[config.mk]
export PLATFORM = sky130hd
export DESIGN_NAME = counter_mod
export DESIGN_NICKNAME = d
export VERILOG_FILES = /design/src/rtl/counter_mod.sv
export SDC_FILE = /design/constraint.sdc
export NUM_CORES = 1
export LEC_CHECK = 0
export ABC_AREA = 1
export BUFFER_PORTS_ARGS = -buffer_cell sky130_fd_sc_hd__buf_4
export CAP_MARGIN = 20
export CELL_PAD_IN_SITES_DETAIL_PLACEMENT = 0
export CELL_PAD_IN_SITES_GLOBAL_PLACEMENT = 1
export CORE_ASPECT_RATIO = 0.9
export CORE_MARGIN = 2
export CORE_UTILIZATION = 30
export DETAILED_ROUTE_END_ITERATION = 12
export PLACE_DENSITY = 0.74
export RECOVER_POWER = 100
export SYNTH_ARGS = -nofsm -noshare
export SYNTH_HDL_FRONTEND = slang
export SYNTH_SLANG_ARGS = --single-unit
[constraint.sdc]
create_clock -name clk -period 7.89 [get_ports clk]
set_input_delay 1.578 -clock clk [delete_from_list [all_inputs] [get_ports clk]]
set_output_delay 1.578 -clock clk [all_outputs]
set_load 0.02 [all_outputs]
[src/rtl/counter_mod.sv]
// Up/down modulo counter with programmable step, terminal value, compare and error flag.
// Optional capture register enabled by COUNTER_MOD_CAPTURE_EN.
module counter_mod #(
    parameter int WIDTH      = 8,
    parameter int STEP_WIDTH = 4
) (
    input  logic                  clk,
    input  logic                  srst,
    input  logic                  ena,
    input  logic                  sel,
    input  logic                  mode,
    input  logic                  sload,
    input  logic [WIDTH-1:0]      d_load,
    input  logic [STEP_WIDTH-1:0] step,
    input  logic [WIDTH-1:0]      top,
    input  logic [WIDTH-1:0]      cmp,
    input  logic                  err_clr,
    output logic [WIDTH-1:0]      q,
    output logic                  carry_out,
    output logic                  cmp_eq,
    output logic                  cmp_hit,
    output logic                  err
`ifdef COUNTER_MOD_CAPTURE_EN
    ,
    input  logic                  cap_strobe,
    input  logic                  cap_rd,
    output logic [WIDTH-1:0]      cap_q,
    output logic                  cap_ovf
`endif
);

    localparam int W1 = WIDTH + 1;

    // One extra bit so sums and the modulus never overflow.
    logic [W1-1:0]    qx;
    logic [W1-1:0]    tx;
    logic [W1-1:0]    sx;
    logic [W1-1:0]    mx;
    logic [W1-1:0]    sum;
    logic [WIDTH-1:0] up_add;
    logic [WIDTH-1:0] up_wrap;
    logic [WIDTH-1:0] dn_sub;
    logic [WIDTH-1:0] dn_wrap;

    assign qx      = {1'b0, q};
    assign tx      = {1'b0, top};
    assign sx      = W1'(step);
    assign mx      = tx + W1'(1);
    assign sum     = qx + sx;
    assign up_add  = WIDTH'(sum);
    assign up_wrap = WIDTH'(sum - mx);
    assign dn_sub  = WIDTH'(qx - sx);
    assign dn_wrap = WIDTH'(qx + mx - sx);

    logic             out_range;
    logic             illegal;
    logic             up_over;
    logic             dn_under;
    logic [WIDTH-1:0] cnt_q;
    logic             cnt_carry;
    logic             cnt_ill;

    assign out_range = (qx > tx);
    assign illegal   = (sx > tx);
    assign up_over   = (sum > tx);
    assign dn_under  = (qx < sx);

    // Result of an enabled count with a non-zero step.
    always_comb begin
        cnt_q     = q;
        cnt_carry = 1'b0;
        cnt_ill   = 1'b0;
        if (out_range) begin
            cnt_q     = sel ? top : '0;
            cnt_carry = 1'b1;
        end else if (illegal) begin
            cnt_q     = sel ? '0 : top;
            cnt_carry = 1'b1;
            cnt_ill   = 1'b1;
        end else if (!sel) begin
            if (!up_over) begin
                cnt_q = up_add;
            end else begin
                cnt_q     = mode ? top : up_wrap;
                cnt_carry = 1'b1;
            end
        end else begin
            if (!dn_under) begin
                cnt_q = dn_sub;
            end else begin
                cnt_q     = mode ? '0 : dn_wrap;
                cnt_carry = 1'b1;
            end
        end
    end

    logic [WIDTH-1:0] nxt_q;
    logic             nxt_carry;
    logic             nxt_hit;
    logic             set_err;

    always_comb begin
        nxt_q     = q;
        nxt_carry = 1'b0;
        nxt_hit   = 1'b0;
        set_err   = 1'b0;
        if (sload) begin
            nxt_q   = d_load;
            nxt_hit = (d_load == cmp);
        end else if (ena && (step != '0)) begin
            nxt_q     = cnt_q;
            nxt_carry = cnt_carry;
            set_err   = cnt_ill;
            nxt_hit   = (cnt_q == cmp) && (cnt_q != q);
        end
    end

    always_ff @(posedge clk) begin
        if (!srst) begin
            q         <= '0;
            carry_out <= 1'b0;
            cmp_hit   <= 1'b0;
            err       <= 1'b0;
        end else begin
            q         <= nxt_q;
            carry_out <= nxt_carry;
            cmp_hit   <= nxt_hit;
            if (set_err) begin
                err <= 1'b1;
            end else if (err_clr) begin
                err <= 1'b0;
            end
        end
    end

    assign cmp_eq = (q == cmp);

`ifdef COUNTER_MOD_CAPTURE_EN
    // Pending marks a capture not yet acknowledged by cap_rd.
    logic cap_pend;

    always_ff @(posedge clk) begin
        if (!srst) begin
            cap_q    <= '0;
            cap_ovf  <= 1'b0;
            cap_pend <= 1'b0;
        end else begin
            if (cap_strobe) begin
                cap_q    <= q;
                cap_pend <= 1'b1;
            end else if (cap_rd) begin
                cap_pend <= 1'b0;
            end
            if (cap_strobe && cap_pend) begin
                cap_ovf <= 1'b1;
            end else if (cap_rd) begin
                cap_ovf <= 1'b0;
            end
        end
    end
`endif

endmodule

Yosys cells after proc, flatten, opt, wreduce, memory -nomap -nowiden
Index checks and enable logic that the tools add are counted.

operators by class
  order comparisons = 4
  reduce and logical (&&, ||, !) cells = 6
  $add $sub $neg = 6
  bitwise gates (word level) = 2
  eq/ne operators = 4
  multiplexer cells = 24

operators by type and width
  operator               number
  $mux W8                11
  $eq A8 B8 Y1           3
  $sub A8 B4 Y8          2
  $mux W1                13
  $add A8 B4 Y9          1
  $gt A9 B8 Y1           1
  $add A8 B1 Y8 const B  1
  $add A8 B8 Y8          1
  $gt A4 B8 Y1           1
  $gt A8 B8 Y1           1
  $lt A8 B4 Y1           1
  $ne A8 B8 Y1           1
  $sub A8 B8 Y8          1
  $reduce_bool A2 Y1     2
  $reduce_bool A4 Y1     1
  $reduce_or A3 Y1       1
  $logic_and A1 B1 Y1    2
  $not A1 Y1             2

word-level totals
  bits of input ports = 35
  register bits after elaboration = 11
  output and inout port bits = 12

Longest topological paths before layout
  depth in word-level cells = 12
  gate-level depth with buffers = 31
  mapped depth without buffers = 30

Least setup slack after synthesis
OpenSTA, ideal clock, no wires.

  kind = input -> register
  start point = in step[0]
  end point = reg cmp_hit
  buffers on the path = 0
  library setup time = 67 ps
  stages = 27
  arrival = 4314 ps
  slack = 3509 ps
  cells stage by stage = ha_1 -> fa_1 -> nand3_1 -> nand2_2 -> nand2_1 -> o21ai_0 -> nand2_1 -> inv_1 -> ha_1 -> a21o_1 -> a21oi_1 -> nand2_1 -> nand2_4 -> nand2_4 -> nand2_2 -> nand3_2 -> nand2_2 -> nand2_2 -> nand2_1 -> nand2_1 -> nor2_1 -> nand2_1 -> nor2_2 -> nand3_1 -> nor2_1 -> nand2_1 -> a21oi_2

on the way
  cells in the longest elaborated chain, start to end = 11

RTL lines
  what                                          line  RTL
  start, declared                               14    input logic [STEP_WIDTH-1:0] step,
  $add A8 B4 Y9                                 49    assign sum = qx + sx;
  $sub A8 B8 Y8                                 51    assign up_wrap = WIDTH'(sum - mx);
  $mux W8                                       84    cnt_q = mode ? top : up_wrap;
  $mux W8                                       81    if (!up_over) begin
  $mux W8                                       80    end else if (!sel) begin
  $mux W8                                       76    end else if (illegal) begin
  $mux W8                                       73    if (out_range) begin
  $eq A8 B8 Y1 or $ne A8 B8 Y1 (tied branches)  114   nxt_hit = (cnt_q == cmp) && (cnt_q != q);
  $logic_and A1 B1 Y1                           114
  $mux W1 (*)                                   110   end else if (ena && (step != '0)) begin
  $mux W1 (*)                                   107   if (sload) begin
  end signal, assigned                          127   cmp_hit <= nxt_hit;
  end, declared                                 21    output logic cmp_hit,

Mark *: on every way between the ends. The rest lies on a longest branch, timed or not.
A chain may end at the register's enable or synchronous reset.

Final worst setup path
  start point = in step[3]
  end point = reg cmp_hit

Same word-level chain as after synthesis.

==> metrics.txt <==
gpl congestion=approximately 0.93; WL per Instance=15.6 um; Worst-Skew Late Latency=0.24 ns; DRC=0; Netlist cell types=45; Std-Cell Core Area=11500 um^2; fin area=4040 um^2; GR Overflow Total=0; largest net degree at the start of global routing=19; # diodes=0; antenna violations before repair=0; Final Critical Period=5.66 ns; sequential fraction of the synthesis area=under 10%; clk_skew=~0.0035 ns; Setup crit end kind=flop; vias in the first global route=3789; Slew @ Worst Pin=a little over 0.8 ns; final period utilization=71.8%; CP Launch Type=input pin; Top FF cell, synth=dfxtp_1; Power Total=0.579 mW; #FFs+latches synth=11; Leakage=2.19 nW; worst min path class=flop to flop; Post-DP Area=4040 um^2; # rows=37; Num CTS Buffers=3; Max stage delay on crit path=0.38 ns; I/O Pins=47; Final Hold Fails=0; most frequent cells in the layout=175 x nand2_1, 82 x inv_1, 65 x nand3_1; Final nets=between 700 and 800; die height=108 um; Horiz. Die Dim=119 um; Final TNS setup=0 ns; Max Cap Viol=0; Post-synth EDFFs=0; Peak Freq=177 MHz; Final setup viols=0; synthesized area=between 3000 and 4000 um^2; Port Buffer Count=46; commonest non-fill, non-tap cell in the layout=nand2_1; Syn Inst Count=590; Rel. slew slack=44.2%; status=finished clean; Post-DRT Antenna Nets=0; Req. time, crit path=between 8 and 9 ns; Peak VDD IR=64.1 uV; CP max stage cell=ha_1; worst path arrival time=5.83 ns; clock transition at the registers of the reported paths=0.04 ns; Post-synth ARST share=0%; first-pass GRT wire length=19.9 mm; DRT Pass-1 Iters=5; DR vias=just under 4000; post-DR vias/cell=4.96; Pwr Density=between 100 and 150 nW/um^2; final WL=12.3 mm; CTS root buf=clkbuf_16; H-tree Lvls=1; DP Wirelength=roughly 10 mm; total track usage=roughly a fifth; DRT iter0 DRCs=296; post-synthesis net count=679; die area=12800 um^2; critical setup path kind=input pin to flop; RSZ-0062 raised after global routing=false; critical path peak fanout=10; Clock Tree Buf Depth=2; CP dominant cell by count=nand2_1; starting density of the core=31.1%; Clock Sinks=11; CTS tree=built; syn avg cell area=6.07 um^2; Post-CTS Resized=0; fin. max-slew vios=0; layout cells sized above 1=14.0%; Area Growth Syn to Fin=12.8%; Ys Warns=0; total setup buffers inserted after CTS=0; CTS Hold Bufs=0
==> cell usage after synthesis (2+ instances only) <==
library cell	instances	area (um^2)
a21o_1	2	15.0
a21oi_1	33	165
a21oi_2	2	17.5
a21oi_4	3	48.8
a221oi_1	2	17.5
a31oi_1	9	56.3
buf_2	3	15.0
buf_4	3	22.5
buf_6	3	33.8
clkbuf_1	2	7.51
dfxtp_1	11	220
fa_1	7	140
ha_1	47	588
inv_1	80	300
inv_2	12	45.0
nand2_1	169	634
nand2_2	17	106
nand2_4	3	33.8
nand3_1	64	320
nand3_2	7	70.1
nand3b_1	2	15.0
nand4_1	15	93.8
nor2_1	30	113
nor2_2	6	37.5
o21ai_0	9	45.0
o21ai_1	3	15.0
or2_2	5	31.3
xnor2_1	11	96.3
xor2_1	14	123
==> metrics by stage <==
step / hold WS [ns] / cells / setup WS [ns] / utilization (%)
after floorplan: 0.540 / 590 / 3.51 / -
after global placement: 0.456 / 781 / 2.73 / 35.1
after detailed placement: 0.468 / 781 / 2.69 / 35.1
after CTS: 0.474 / 785 / 2.93 / 35.7
after global routing: 0.499 / 785 / 1.76 / 35.0
final: 0.468 / 785 / 2.23 / 35.0
==> cells by family (layout without fill, tap and decap cells) <==
group                      count (synthesis)  count (layout)  synth area share (%)
and+or+nand+nor                          325             325                  43.0
buffers and inverters                    105             144                  12.2
AOI/OAI and AO/OA                         70              70                  12.2
adders and majority gates                 54              54                  20.3
xor gates and xnor gates                  25              25                  6.12
DFF                                       11              11                  6.15
==> critical path, delay by kind of cell <==
family,cells,cell delay (ns)
AND/OR/NAND/NOR,19,2.32
buffers and inverters,4,0.66
AO/OA/AOI/OAI,4,0.64
adder cells (fa/ha/maj),2,0.62
==> final timing paths <==
kind	start	endpoint	slack [ns]	cells past startpoint
setup / recovery	step[3]	cmp_hit$_SDFF_PN0_	2.23	29
hold / removal	err$_SDFFE_PN0P_	err$_SDFFE_PN0P_	0.47	2
setup reg to reg	q[3]$_SDFFE_PN0P_	cmp_hit$_SDFF_PN0_	3.26	27
hold reg to reg	err$_SDFFE_PN0P_	err$_SDFFE_PN0P_	0.47	2
==> registers in the layout (all words and copies together), names as in the netlist <==
register and cells:
carry_out 1, cmp_hit 1, err 1, q 8
==> report_power, final <==
group / switching (mW) / internal, mW / total, mW
registers: 0.0145 / 0.0598 / 0.0743
clock network: 0.0244 / 0.0678 / 0.0922
logic: 0.262 / 0.151 / 0.413
==> per-layer routing <==
metal	vias to the layer above	global-route usage (%)	share of wire, %
met2	116	29.8	41
met4	0	2.55	1.1
li1	2008	-	-
met5	-	0	0
met3	9	3.34	6.2
met1	1762	29.2	52
==> layout make-up <==
class | instances | area [um^2]
sequential | 11 | 220
timing repair buffer | 46 | 293
clock buffer | 4 | 78.8
inverter | 94 | 357
fill | 1301 | 7490
tap | 156 | 195
multi-input combinational | 474 | 2890
(Power assumes the default switching activity.)
